### src/rtl/adaptive_filter_fir_diff.sv
// ---------------------------------------------------------------------------
// adaptive_filter_fir_diff
//
// Pipelined 10-tap antisymmetric FIR differentiator. Takes the signed Q8.6
// sample stream and produces a saturated Q8.12 derivative estimate:
//
//    y[n] = sum_{k=0..4} a_k * (x[n-k] - x[n-9+k])
//
// Pipeline (one register stage each, 4 cycles from sample acceptance):
//    delay line -> pre-add -> multiply/align -> partial sums -> sum+saturate
//
// Ports:
//    clk        system clock, rising edge
//    rst        synchronous active-high reset (clears data and valids)
//    in_valid   in_data carries a new sample; the delay line shifts only then
//    in_data    signed Q8.6 sample
//    out_valid  out_data / out_sat valid this cycle
//    out_data   signed Q8.12 result, clipped to the output range
//    out_sat    out_data was clipped (qualified by out_valid)
// ---------------------------------------------------------------------------
module adaptive_filter_fir_diff #(
   parameter int WORDLENGTH        = 14,
   parameter int FRACTIONAL_LENGTH = 6,
   parameter int OUT_WL            = 20,
   parameter int OUT_FL            = 12,
   parameter int ACC_WL            = 24
) (
   input  logic                         clk,
   input  logic                         rst,
   input  logic                         in_valid,
   input  logic signed [WORDLENGTH-1:0] in_data,
   output logic                         out_valid,
   output logic signed [OUT_WL-1:0]     out_data,
   output logic                         out_sat
);

   localparam int NTAPS = 10;
   localparam int NPAIR = NTAPS / 2;
   localparam int DW    = WORDLENGTH + 1;   // pre-adder width, exact
   localparam int SW    = ACC_WL + 2;       // final sum width, cannot overflow

   localparam logic signed [OUT_WL-1:0] OUT_MAX = {1'b0, {(OUT_WL-1){1'b1}}};
   localparam logic signed [OUT_WL-1:0] OUT_MIN = {1'b1, {(OUT_WL-1){1'b0}}};

   // Fixed coefficient values (integer codes) and their fractional lengths.
   function automatic logic signed [ACC_WL-1:0] coef(input int k);
      case (k)
         0:       coef = ACC_WL'(-1);    // Q2.6  -0.015625
         1:       coef = ACC_WL'(25);    // Q2.7  +0.1953125
         2:       coef = ACC_WL'(-51);   // Q2.7  -0.3984375
         3:       coef = ACC_WL'(7);     // Q2.4  +0.4375
         4:       coef = ACC_WL'(19);    // Q2.5  +0.59375
         default: coef = '0;
      endcase
   endfunction

   function automatic int coef_fl(input int k);
      case (k)
         0:       coef_fl = 6;
         1:       coef_fl = 7;
         2:       coef_fl = 7;
         3:       coef_fl = 4;
         4:       coef_fl = 5;
         default: coef_fl = 0;
      endcase
   endfunction

   // Registers
   logic signed [WORDLENGTH-1:0] r_x [NTAPS];
   logic signed [DW-1:0]         r_d [NPAIR];
   logic signed [ACC_WL-1:0]     r_p [NPAIR];
   logic signed [ACC_WL-1:0]     r_s0, r_s1, r_s2;
   logic [3:0]                   r_vld;

   // Combinational stage results
   logic signed [DW-1:0]         w_d     [NPAIR];
   logic signed [ACC_WL-1:0]     w_align [NPAIR];
   logic signed [SW-1:0]         w_acc;

   genvar gi;
   generate
      for (gi = 0; gi < NPAIR; gi = gi + 1) begin : g_pair
         // Symmetric tap pair difference; one extra bit makes it exact.
         assign w_d[gi] = DW'(r_x[gi]) - DW'(r_x[NTAPS-1-gi]);

         // Product is d (FL of input) times a_k (FL coef_fl), realigned to
         // OUT_FL. Right shifts are arithmetic, i.e. truncate toward -inf.
         localparam int SH = OUT_FL - (FRACTIONAL_LENGTH + coef_fl(gi));
         logic signed [ACC_WL-1:0] w_full;
         assign w_full = ACC_WL'(r_d[gi]) * coef(gi);
         if (SH >= 0) begin : g_shl
            assign w_align[gi] = w_full <<< SH;
         end else begin : g_shr
            assign w_align[gi] = w_full >>> (-SH);
         end
      end
   endgenerate

   assign w_acc = SW'(r_s0) + SW'(r_s1) + SW'(r_s2);

   always_ff @(posedge clk) begin
      if (rst) begin
         for (int i = 0; i < NTAPS; i++) r_x[i] <= '0;
         for (int i = 0; i < NPAIR; i++) begin
            r_d[i] <= '0;
            r_p[i] <= '0;
         end
         r_s0      <= '0;
         r_s1      <= '0;
         r_s2      <= '0;
         r_vld     <= '0;
         out_valid <= 1'b0;
         out_data  <= '0;
         out_sat   <= 1'b0;
      end else begin
         r_vld     <= {r_vld[2:0], in_valid};
         out_valid <= r_vld[3];

         // Each stage only advances with its own valid, so data held in the
         // pipeline (and on the outputs) stays put across input gaps.
         if (in_valid) begin
            r_x[0] <= in_data;
            for (int i = 1; i < NTAPS; i++) r_x[i] <= r_x[i-1];
         end
         if (r_vld[0]) begin
            for (int i = 0; i < NPAIR; i++) r_d[i] <= w_d[i];
         end
         if (r_vld[1]) begin
            for (int i = 0; i < NPAIR; i++) r_p[i] <= w_align[i];
         end
         if (r_vld[2]) begin
            r_s0 <= r_p[0] + r_p[1];
            r_s1 <= r_p[2] + r_p[3];
            r_s2 <= r_p[4];
         end
         if (r_vld[3]) begin
            if (w_acc > SW'(OUT_MAX)) begin
               out_data <= OUT_MAX;
               out_sat  <= 1'b1;
            end else if (w_acc < SW'(OUT_MIN)) begin
               out_data <= OUT_MIN;
               out_sat  <= 1'b1;
            end else begin
               out_data <= w_acc[OUT_WL-1:0];
               out_sat  <= 1'b0;
            end
         end
      end
   end

endmodule

### config.mk
export PLATFORM = sky130hd
export DESIGN_NAME = adaptive_filter_fir_diff
export DESIGN_NICKNAME = d
export VERILOG_FILES = /design/src/rtl/adaptive_filter_fir_diff.sv
export SDC_FILE = /design/constraint.sdc
export NUM_CORES = 1
export LEC_CHECK = 0
export BUFFER_PORTS_ARGS = -buffer_cell sky130_fd_sc_hd__buf_2
export CORE_ASPECT_RATIO = 1.2
export CORE_MARGIN = 2
export CORE_UTILIZATION = 58
export CTS_CLUSTER_SIZE = 14
export DETAILED_ROUTE_END_ITERATION = 7
export PLACE_DENSITY = 0.77
export SLEW_MARGIN = 20
export SYNTH_ARGS = -nofsm -noshare
export SYNTH_HDL_FRONTEND = slang
export SYNTH_SLANG_ARGS = --single-unit
### constraint.sdc
create_clock -name clk -period 4.72 [get_ports clk]
set_input_delay 0.944 -clock clk [delete_from_list [all_inputs] [get_ports clk]]
set_output_delay 0.944 -clock clk [all_outputs]
set_load 0.05 [all_outputs]
# Yosys cells after proc, flatten, opt, wreduce, memory -nomap -nowiden
# Memory sizes are Yosys's and may differ from the RTL's. A register that Yosys moved wholly into a read port is not among the register bits.
# Index checks and enable logic that the tools add are counted.
# W data, S select, Z words.
dict set report totals {
  ff_bits 74
  ram_bits 335
  inputBits 17
  wordCells 80
  memories 3
}
# memory words word_bits read_ports rd_clocked_by_memory_dff wr line
set mem_list {}
lappend mem_list {r_x 10 14 10 0 10 69} ;# logic signed [WORDLENGTH-1:0] r_x [NTAPS];
lappend mem_list {r_p 5 24 5 1 5 71} ;# logic signed [ACC_WL-1:0] r_p [NPAIR];
lappend mem_list {r_d 5 15 5 0 5 70} ;# logic signed [DW-1:0] r_d [NPAIR];
dict set report op_classes {
  n_addsub 10
  n_mul 4
  order_cmp 2
  muxes 35
  n_bitwise 20
}
# cell count
set op_table {}
lappend op_table {{$mux W14} 10}
lappend op_table {{$mux W24} 5}
lappend op_table {{$mux W15} 5}
lappend op_table {{$sub A14 B14 Y15} 5}
lappend op_table {{$add A24 B24 Y24} 2}
lappend op_table {{$mul A15 B6 Y21 const B} 2}
lappend op_table {{$mux W20} 2}
lappend op_table {{$add A25 B24 Y26} 1}
lappend op_table {{$gt A26 B20 Y1 const B} 1}
lappend op_table {{$lt A26 B20 Y1 const B} 1}
lappend op_table {{$add A24 B24 Y25} 1}
lappend op_table {{$neg A15 Y24} 1}
lappend op_table {{$mul A15 B7 Y22 const B} 1}
lappend op_table {{$or A1 B1 Y1} 20}
lappend op_table {{$mul A15 B4 Y19 const B} 1}
lappend op_table {{$mux W1} 13}

# Longest topological paths before layout
# Gate-level depths: netlist (run 1).
dict set report logic_depth {
  ltp_word 5
  mapped_depth 18
}

# Worst setup path before layout (run 1)
# Ideal clock, no wire load.
dict set report synth_path {
  path_type {register to register}
  start {memory r_d[0][34] (netlist bit)}
  end {memory r_p[2][19] (data pin)}
  setup_ns 0.266
  arrival_ns 4.179
  required_time_ns 4.454
  slack_ns 0.275
  stages_incl_launch_ff 18
  cell_sequence {edfxtp_1 > ha_1 > inv_1 > fa_1 > fa_1 > fa_1 > inv_1 > ha_1 > a21o_1 > a21o_1 > a21o_1 > a21oi_1 > o211ai_1 > a41oi_1 > o21bai_1 > a21oi_1 > xnor2_1 > nor2_1}
}
# element line
set synth_lines {}
lappend synth_lines {{start: declaration} 70}
lappend synth_lines {{end: declaration} 71}

==> results of run 1 <==
power by group:
part / internal, mW / switching [mW]
logic: 1.24 / 1.71
registers: 4.18 / 0.170
clock network: 1.98 / 1.40
cells by family (layout without fill, tap and decap cells):
kind of cell,Yosys count,in the layout
compound gates,407,407
xor+xnor,148,148
fa+ha+maj,419,419
buf+inv,460,531
flops,415,415
mux,49,49
simple gates,744,744
critical path: cells and delay by family, from the launching register on:
family	cells	cell delay, ns
fa+ha+maj	5	2.11
compound gates	8	1.46
flops	1	0.41
xor+xnor	1	0.13
buf+inv	2	0.08
simple gates	1	0.05
area by class of cell:
cell class	instances	area, um^2	share of cell area, %
flip-flops and latches	415	11500	38.8
clock buffers	53	1130	3.82
well taps	623	779	2.63
clock inverters	23	248	0.834
repair buffers	58	368	1.24
multi-input cells	1767	14200	47.7
inverters	397	1490	5.02
worst min-delay path by stage:
stage                                          from                         to  slack [ns]  cells after the start
final                     out_data[19]$_SDFFE_PP0P_  out_data[19]$_SDFFE_PP0P_        0.48                      2
after global routing       out_data[1]$_SDFFE_PP0P_   out_data[1]$_SDFFE_PP0P_        0.50                      2
after CTS                 out_data[19]$_SDFFE_PP0P_  out_data[19]$_SDFFE_PP0P_        0.48                      2
after detailed placement  out_data[19]$_SDFFE_PP0P_  out_data[19]$_SDFFE_PP0P_        0.47                      2
after global placement    out_data[19]$_SDFFE_PP0P_  out_data[19]$_SDFFE_PP0P_        0.46                      2
after floorplan             r_p[2][1]$_SDFFCE_PN0P_       r_s1[1]$_SDFFE_PP0P_        0.46                      2
repair_timing:
item                                    CTS  global route
setup buffers                             0             1
gates resized for setup                   1             4
pin swaps                                 0             5
endpoints found under the setup margin    1             3
flip-flops by register name, summed over array words and instances (netlist names):
| register | count |
|---|---|
| r_x | 140 |
| r_p | 105 |
| r_d | 75 |
| r_s0 | 24 |
| r_s1 | 24 |
| r_s2 | 21 |
| out_data | 20 |
| r_vld | 4 |
| out_sat | 1 |
| out_valid | 1 |
cell usage in the layout (no fill, tap or decap), types with 10 or more instances in the layout:
| cell type | instances |
|---|---|
| fa_1 | 97 |
| clkbuf_16 | 44 |
| a211oi_1 | 10 |
| and2_1 | 163 |
| o21a_1 | 13 |
| inv_1 | 396 |
| buf_2 | 37 |
| nand3_1 | 22 |
| edfxtp_1 | 320 |
| o21bai_1 | 14 |
| or3_1 | 10 |
| xnor2_1 | 93 |
| buf_4 | 19 |
| nand2b_1 | 29 |
| ha_1 | 322 |
| a31oi_1 | 16 |
| nor3_1 | 95 |
| mux2i_1 | 49 |
| nor2_1 | 255 |
| dfxtp_1 | 94 |
| a21oi_1 | 125 |
| nand2_1 | 70 |
| o21ai_0 | 76 |
| and3_1 | 19 |
| a21o_1 | 60 |
| o211ai_1 | 12 |
| nor2b_1 | 30 |
| xor2_1 | 55 |
| a21boi_0 | 18 |
metal layers:
layer / vias to the layer above / routed length [um] / track usage (%)
met5: - / 0 / 0
li1: 9077 / - / -
met2: 348 / 27300 / 40.1
met3: 120 / 2010 / 2.89
met4: 0 / 2600 / 10.4
met1: 8734 / 23200 / 27.5
per-stage QoR:
| stage | TNS (ns) | worst slack, ns | total power [mW] | instances |
|---|---|---|---|---|
| finish | 0 | 0.229 | 10.7 | 3336 |
| global route | -0.0137 | -0.0137 | 11.3 | 3336 |
| CTS | 0 | 0.0543 | 10.7 | 3335 |
| detailed placement | 0 | 0.0605 | 7.29 | 3259 |
| global placement | 0 | 0.113 | 7.19 | 3259 |
| floorplan | 0 | 0.275 | 6.63 | 2642 |
==> reports/metrics.cfg, run 1 <==
[global_route]
overflow = 0
grt_use_total_pct = 22.7
grt_max_degree = 96
antenna_found_initial = 0
grt_pass1_vias = 18226
grt_pass1_wl_mm = 90.0

[setup_path]
rrSetupSlack_ns = 0.23
cpMaxStageDelayCell = fa_1
reg2reg_from = r_d[0][34]$_SDFFCE_PN0P_
r2r_cells = 17
crit_end = r_p[2][19]$_SDFFCE_PN0P_
timing.rr.end = r_p[2][19]$_SDFFCE_PN0P_
crit_required_ns = 5.01
path_cells = ha_1 > inv_1 > fa_1 > fa_1 > fa_1 > inv_1 > ha_1 > a21o_1 > a21o_1 > a21o_1 > a21oi_2 > o211ai_1 > a41oi_2 > o21bai_1 > a21oi_2 > xnor2_1 > nor2_1
cp.arrival_ns = 4.78
max_stage_delay_ns = 0.54
endpoint_kind = flip-flop
worstPathMaxFanout = 3
startpoint = r_d[0][34]$_SDFFCE_PN0P_
path_class = reg2reg
worstSetupStartpointType = flip-flop

[clocking]
clk_latency_ns = 0.57
cts_buffer_depth = 3
cts_tree = done
cts_buffers = 42
cts_sinks = 415
cts_root_buf = clkbuf_16
ctsHtreeMaxLevel = 2
hold_buffers = 0
clk_pin_slew_ns = 0.06

[place]
place_area_um2 = 28300
gp_congestion = 0.910
io_buffers = 38
dp_hpwl_mm = 42.6

[yosys]
synth-seq-cells = 415
synth-simple-area-share_pct = 13.6
synth.area.mux_share_pct = 1.79
synth_cells = 2642
synth_most_common_cell = inv_1
syn_nets = 3078
synth_ff_type = edfxtp_1
yosysWarnings = 0
synth_area_leaders = edfxtp_1, ha_1, fa_1
yosys.cell_types.count = 65
synth_top_family_by_area = adder cells
syn_avg_cell_area_um2 = 10.4
synth_xor_area_share_pct = 4.74
synthArstFlopShare_pct = 0
synth_top_cell_by_area = edfxtp_1
synth-edff-count = 320
yosys.area_share.adder_pct = 21.8
synthTopCellsByCount = inv_1, ha_1, edfxtp_1, nor2_1, and2_1
ys_seq_area_share_pct = 42.1
synthDominantCellAreaShare_pct = 35.1
synth_compound_area_share_pct = 9.60
synth_area_um2 = 27400

[timing]
timing.final.crit_share_pct = 95.2
finalHoldViolCount = 0
relSlewSlack_pct = 33.1
final_max_slew_viol_count = 0
worstMarginPinSlew_ns = 1.00
setup_violations = 0
fmax_mhz = 223
finalClockSkew_ns = 0.0256
fin_crit_ns = 4.49
holdWs_ns = 0.477

[die]
start_util_pct = 58.4
core_area_um2 = 46800
die_area_um2 = 48900
boundaryPins = 39
rows = 87
die_w_um = 202
die_h_um = 242

[route]
viasPerCell = 5.48
ant_nets = 0
wl_mm = 55.1
detail_route.wl_per_cell_um = 16.5
drtPass1Iterations = 5
vias = 18279
drt_iter0_drc = 1146
drcViolationCount = 0

[cells_and_area]
area_delta_synth_final_pct = 8.55
insertedDiodeCount = 0
fin_area_um2 = 29700
fill_cells = 3713
nNetsFinal = 3117
post-route-util_pct = 63.4
drive_gt1_share_pct = 5.49

[power]
leakagePower_nw = 13.6
ir_drop_v = 0.000247
power_per_cell_area_nw_per_um2 = 360

[job]
drv_cap = 0

[outcome]
status = complete, no violations

[min_path]
hold_path.class = reg2reg

No activity file was read; power rests on OpenSTA's default activity.
==> run 2, diff against run 1 <==
PLACE_DENSITY = 0.75   (was 0.77)
==> run 2 against run 1 <==
Maximum frequency down 0.59%. Count of clock-buffer cells in the layout fell by 1. Clock skew down 0.0052 ns. Via count decreased by 1.7%. Non-clock buffer count fell by 5. Die area stayed put. Flip-flop and latch count unchanged. Global-route usage about the same. Core utilization shrank 0.064 points.
==> reports/metrics.cfg, run 2 (same netlist as run 1, synthesis figures left out) <==
[die]
start_util_pct = 58.4  ; unchanged
rows = 87  ; unchanged
die_area_um2 = 48900  ; unchanged
core_area_um2 = 46800  ; unchanged
boundaryPins = 39  ; unchanged
die_h_um = 242  ; unchanged
die_w_um = 202  ; unchanged

[global_route]
grt_pass1_vias = 18162  ; -0.35%
grt_pass1_wl_mm = 90.1  ; about the same
antenna_found_initial = 0  ; unchanged
grt_use_total_pct = 22.6  ; -0.027 points
grt_max_degree = 94  ; -2.1%
overflow = 0  ; unchanged

[clocking]
cts_buffers = 43  ; +2.4%
clk_pin_slew_ns = 0.06  ; about the same
cts_sinks = 415  ; unchanged
cts_setup_buffers = 0  ; unchanged
clk_latency_ns = 0.57  ; about the same
ctsHtreeMaxLevel = 2  ; unchanged
cts_root_buf = clkbuf_16
cts_tree = done
cts_buffer_depth = 3  ; unchanged

[power]
pwr-share-clk_pct = 31.4  ; -0.2 points
seqPwrFrac_pct = 40.9  ; +0.2 points
p_sw_mw = 3.27  ; -0.24%
p_sw_share_pct = 30.7  ; +0.032 points
power_per_cell_area_nw_per_um2 = 359  ; -0.24%
leakagePower_nw = 13.5  ; -0.23%
combPwrFrac_pct = 27.7  ; about the same
p_int_mw = 7.37  ; -0.39%
ir_drop_v = 0.000244  ; -1.4%

[timing]
holdWs_ns = 0.472  ; -0.00547 ns
timing.final.crit_share_pct = 95.7  ; +0.57 points
final_max_slew_viol_count = 0  ; unchanged
finalClockSkew_ns = 0.0204  ; -0.00517 ns
relSlewSlack_pct = 33.7  ; +0.62 points
fmax_mhz = 221  ; -0.59%
worstMarginPinSlew_ns = 0.995  ; -0.00934 ns
setup_slack_ns = 0.202  ; -0.0268 ns
finalHoldViolCount = 0  ; unchanged
fin_crit_ns = 4.52  ; +0.0268 ns
setup_violations = 0  ; unchanged

[route]
wl_mm = 54.8  ; -0.54%
drt_iter0_drc = 1062  ; -7.3%
viasPerCell = 5.39  ; -1.6%
drcViolationCount = 0  ; unchanged
detail_route.wl_per_cell_um = 16.5  ; -0.39%
vias = 17965  ; -1.7%
drtPass1Iterations = 5  ; unchanged
ant_nets = 0  ; unchanged

[cells_and_area]
fill_cells = 3744  ; +0.83%
top_register = r_x
layout_common_cells = inv_1, ha_1, edfxtp_1
nNetsFinal = 3113  ; -0.13%
drive_gt1_share_pct = 5.47  ; -0.027 points
largestRegisters = r_x: 140 flops, r_p: 105 flops, r_d: 75 flops
seq_area_um2 = 11500  ; unchanged
insertedDiodeCount = 0  ; unchanged
stdcell_count = 3331  ; -0.15%
final_common_cell = inv_1
multiInputGateArea_um2 = 14200  ; about the same
largest_reg_flops = 140  ; unchanged
area_delta_synth_final_pct = 8.44

[setup_path]
crit_end = r_p[2][19]$_SDFFCE_PN0P_
timing.rr.end = r_p[2][19]$_SDFFCE_PN0P_
worstSetupStartpointType = flip-flop
rrSetupSlack_ns = 0.20  ; -0.03 ns
path_class = reg2reg
path_cells = ha_1 > inv_1 > fa_1 > fa_1 > fa_1 > inv_1 > ha_1 > a21o_1 > a21o_1 > a21o_1 > a21oi_4 > o211ai_1 > a41oi_2 > o21bai_1 > a21oi_2 > xnor2_1 > nor2_1
r2r_cells = 17  ; unchanged
reg2reg_from = r_d[0][34]$_SDFFCE_PN0P_
cp.arrival_ns = 4.82  ; +0.04 ns
cpMaxStageDelayCell = fa_1
crit_required_ns = 5.02  ; about the same
worstPathMaxFanout = 3  ; unchanged
max_stage_delay_ns = 0.55  ; about the same
startpoint = r_d[0][34]$_SDFFCE_PN0P_
endpoint_kind = flip-flop

[place]
dpl_worst_slack_ns = 0.0533  ; -0.00722 ns
dp_cells = 3255  ; -0.12%
io_buffers = 38  ; unchanged
dp_hpwl_mm = 42.8  ; +0.50%
gp_congestion = 0.899  ; -1.2%

[outcome]
status = complete, no violations

[job]
drv_cap = 0  ; unchanged

[min_path]
hold_path.class = reg2reg

## run 2: cell types whose count changed in the layout (fill, tap and decap cells not counted), moves of 3 or more
| cell | previous run | this run |
|---|---|---|
| buf_4 | 19 | 13 |
| clkinvlp_4 | 1 | 5 |
| clkinv_1 | 9 | 6 |
| clkinv_2 | 4 | 7 |
| clkinv_4 | 3 | 0 |
## run 2: worst min-delay path by stage
stage                                         start                        end  slack [ns]  cells past startpoint
after floorplan             r_p[2][1]$_SDFFCE_PN0P_       r_s1[1]$_SDFFE_PP0P_        0.46                      2
after global placement    out_data[19]$_SDFFE_PP0P_  out_data[19]$_SDFFE_PP0P_        0.46                      2
after detailed placement  out_data[19]$_SDFFE_PP0P_  out_data[19]$_SDFFE_PP0P_        0.46                      2
after CTS                 out_data[19]$_SDFFE_PP0P_  out_data[19]$_SDFFE_PP0P_        0.47                      2
after global routing       out_data[7]$_SDFFE_PP0P_   out_data[7]$_SDFFE_PP0P_        0.51                      2
final                     out_data[19]$_SDFFE_PP0P_  out_data[19]$_SDFFE_PP0P_        0.47                      2
## run 2: what timing repair did
action                                 4_1_cts  5_1_grt
hold buffers                                 0        0
setup endpoints to repair                    0        7
gates resized for setup                      0        7
endpoints found under the hold margin        0        0
## run 2: critical path: cells and delay by family, from the launching register on
kind | cells | cell delay (ns)
flops | 1 | 0.40
xor+xnor | 1 | 0.13
buf+inv | 2 | 0.12
simple gates | 1 | 0.05
compound gates | 8 | 1.42
fa+ha+maj | 5 | 2.13
## run 2: through the flow
| stage | total power, mW | utilization, % | setup TNS (ns) | instance area (um^2) |
|---|---|---|---|---|
| detailed placement | 7.30 | 60.4 | 0 | 28300 |
| finish | 10.6 | 63.4 | 0 | 29700 |
| global placement | 7.19 | 60.4 | 0 | 28300 |
| global route | 11.3 | 63.4 | -0.0535 | 29700 |
| CTS | 10.7 | 63.3 | 0 | 29600 |
| floorplan | 6.63 | - | 0 | 27400 |
## run 2: cell type report
class	instances	share of cell area [%]
timing repair buffer	53	1.16
clock buffer	52	3.74
multi-input combinational	1767	47.8
inverter	397	5.02
tap	623	2.63
clock inverter	24	0.873
sequential	415	38.8
## run 2: power groups by stage
stage          logic, mW  registers (mW)  clock network (mW)
4_1_cts             2.91            4.35                3.41
6_report            2.95            4.35                3.34
3_5_place_dp        2.87            4.43                   0
5_1_grt             3.35            4.37                3.54
3_3_place_gp        2.77            4.42                   0
2_1_floorplan       2.27            4.36                   0
## run 2: routing by layer
layer	track usage (%)	vias up	routed length, um
met5	0	-	0
met4	8.37	0	2060
met3	2.91	111	1580
met2	40.7	281	27700
met1	27.7	8509	23500
li1	-	9064	-
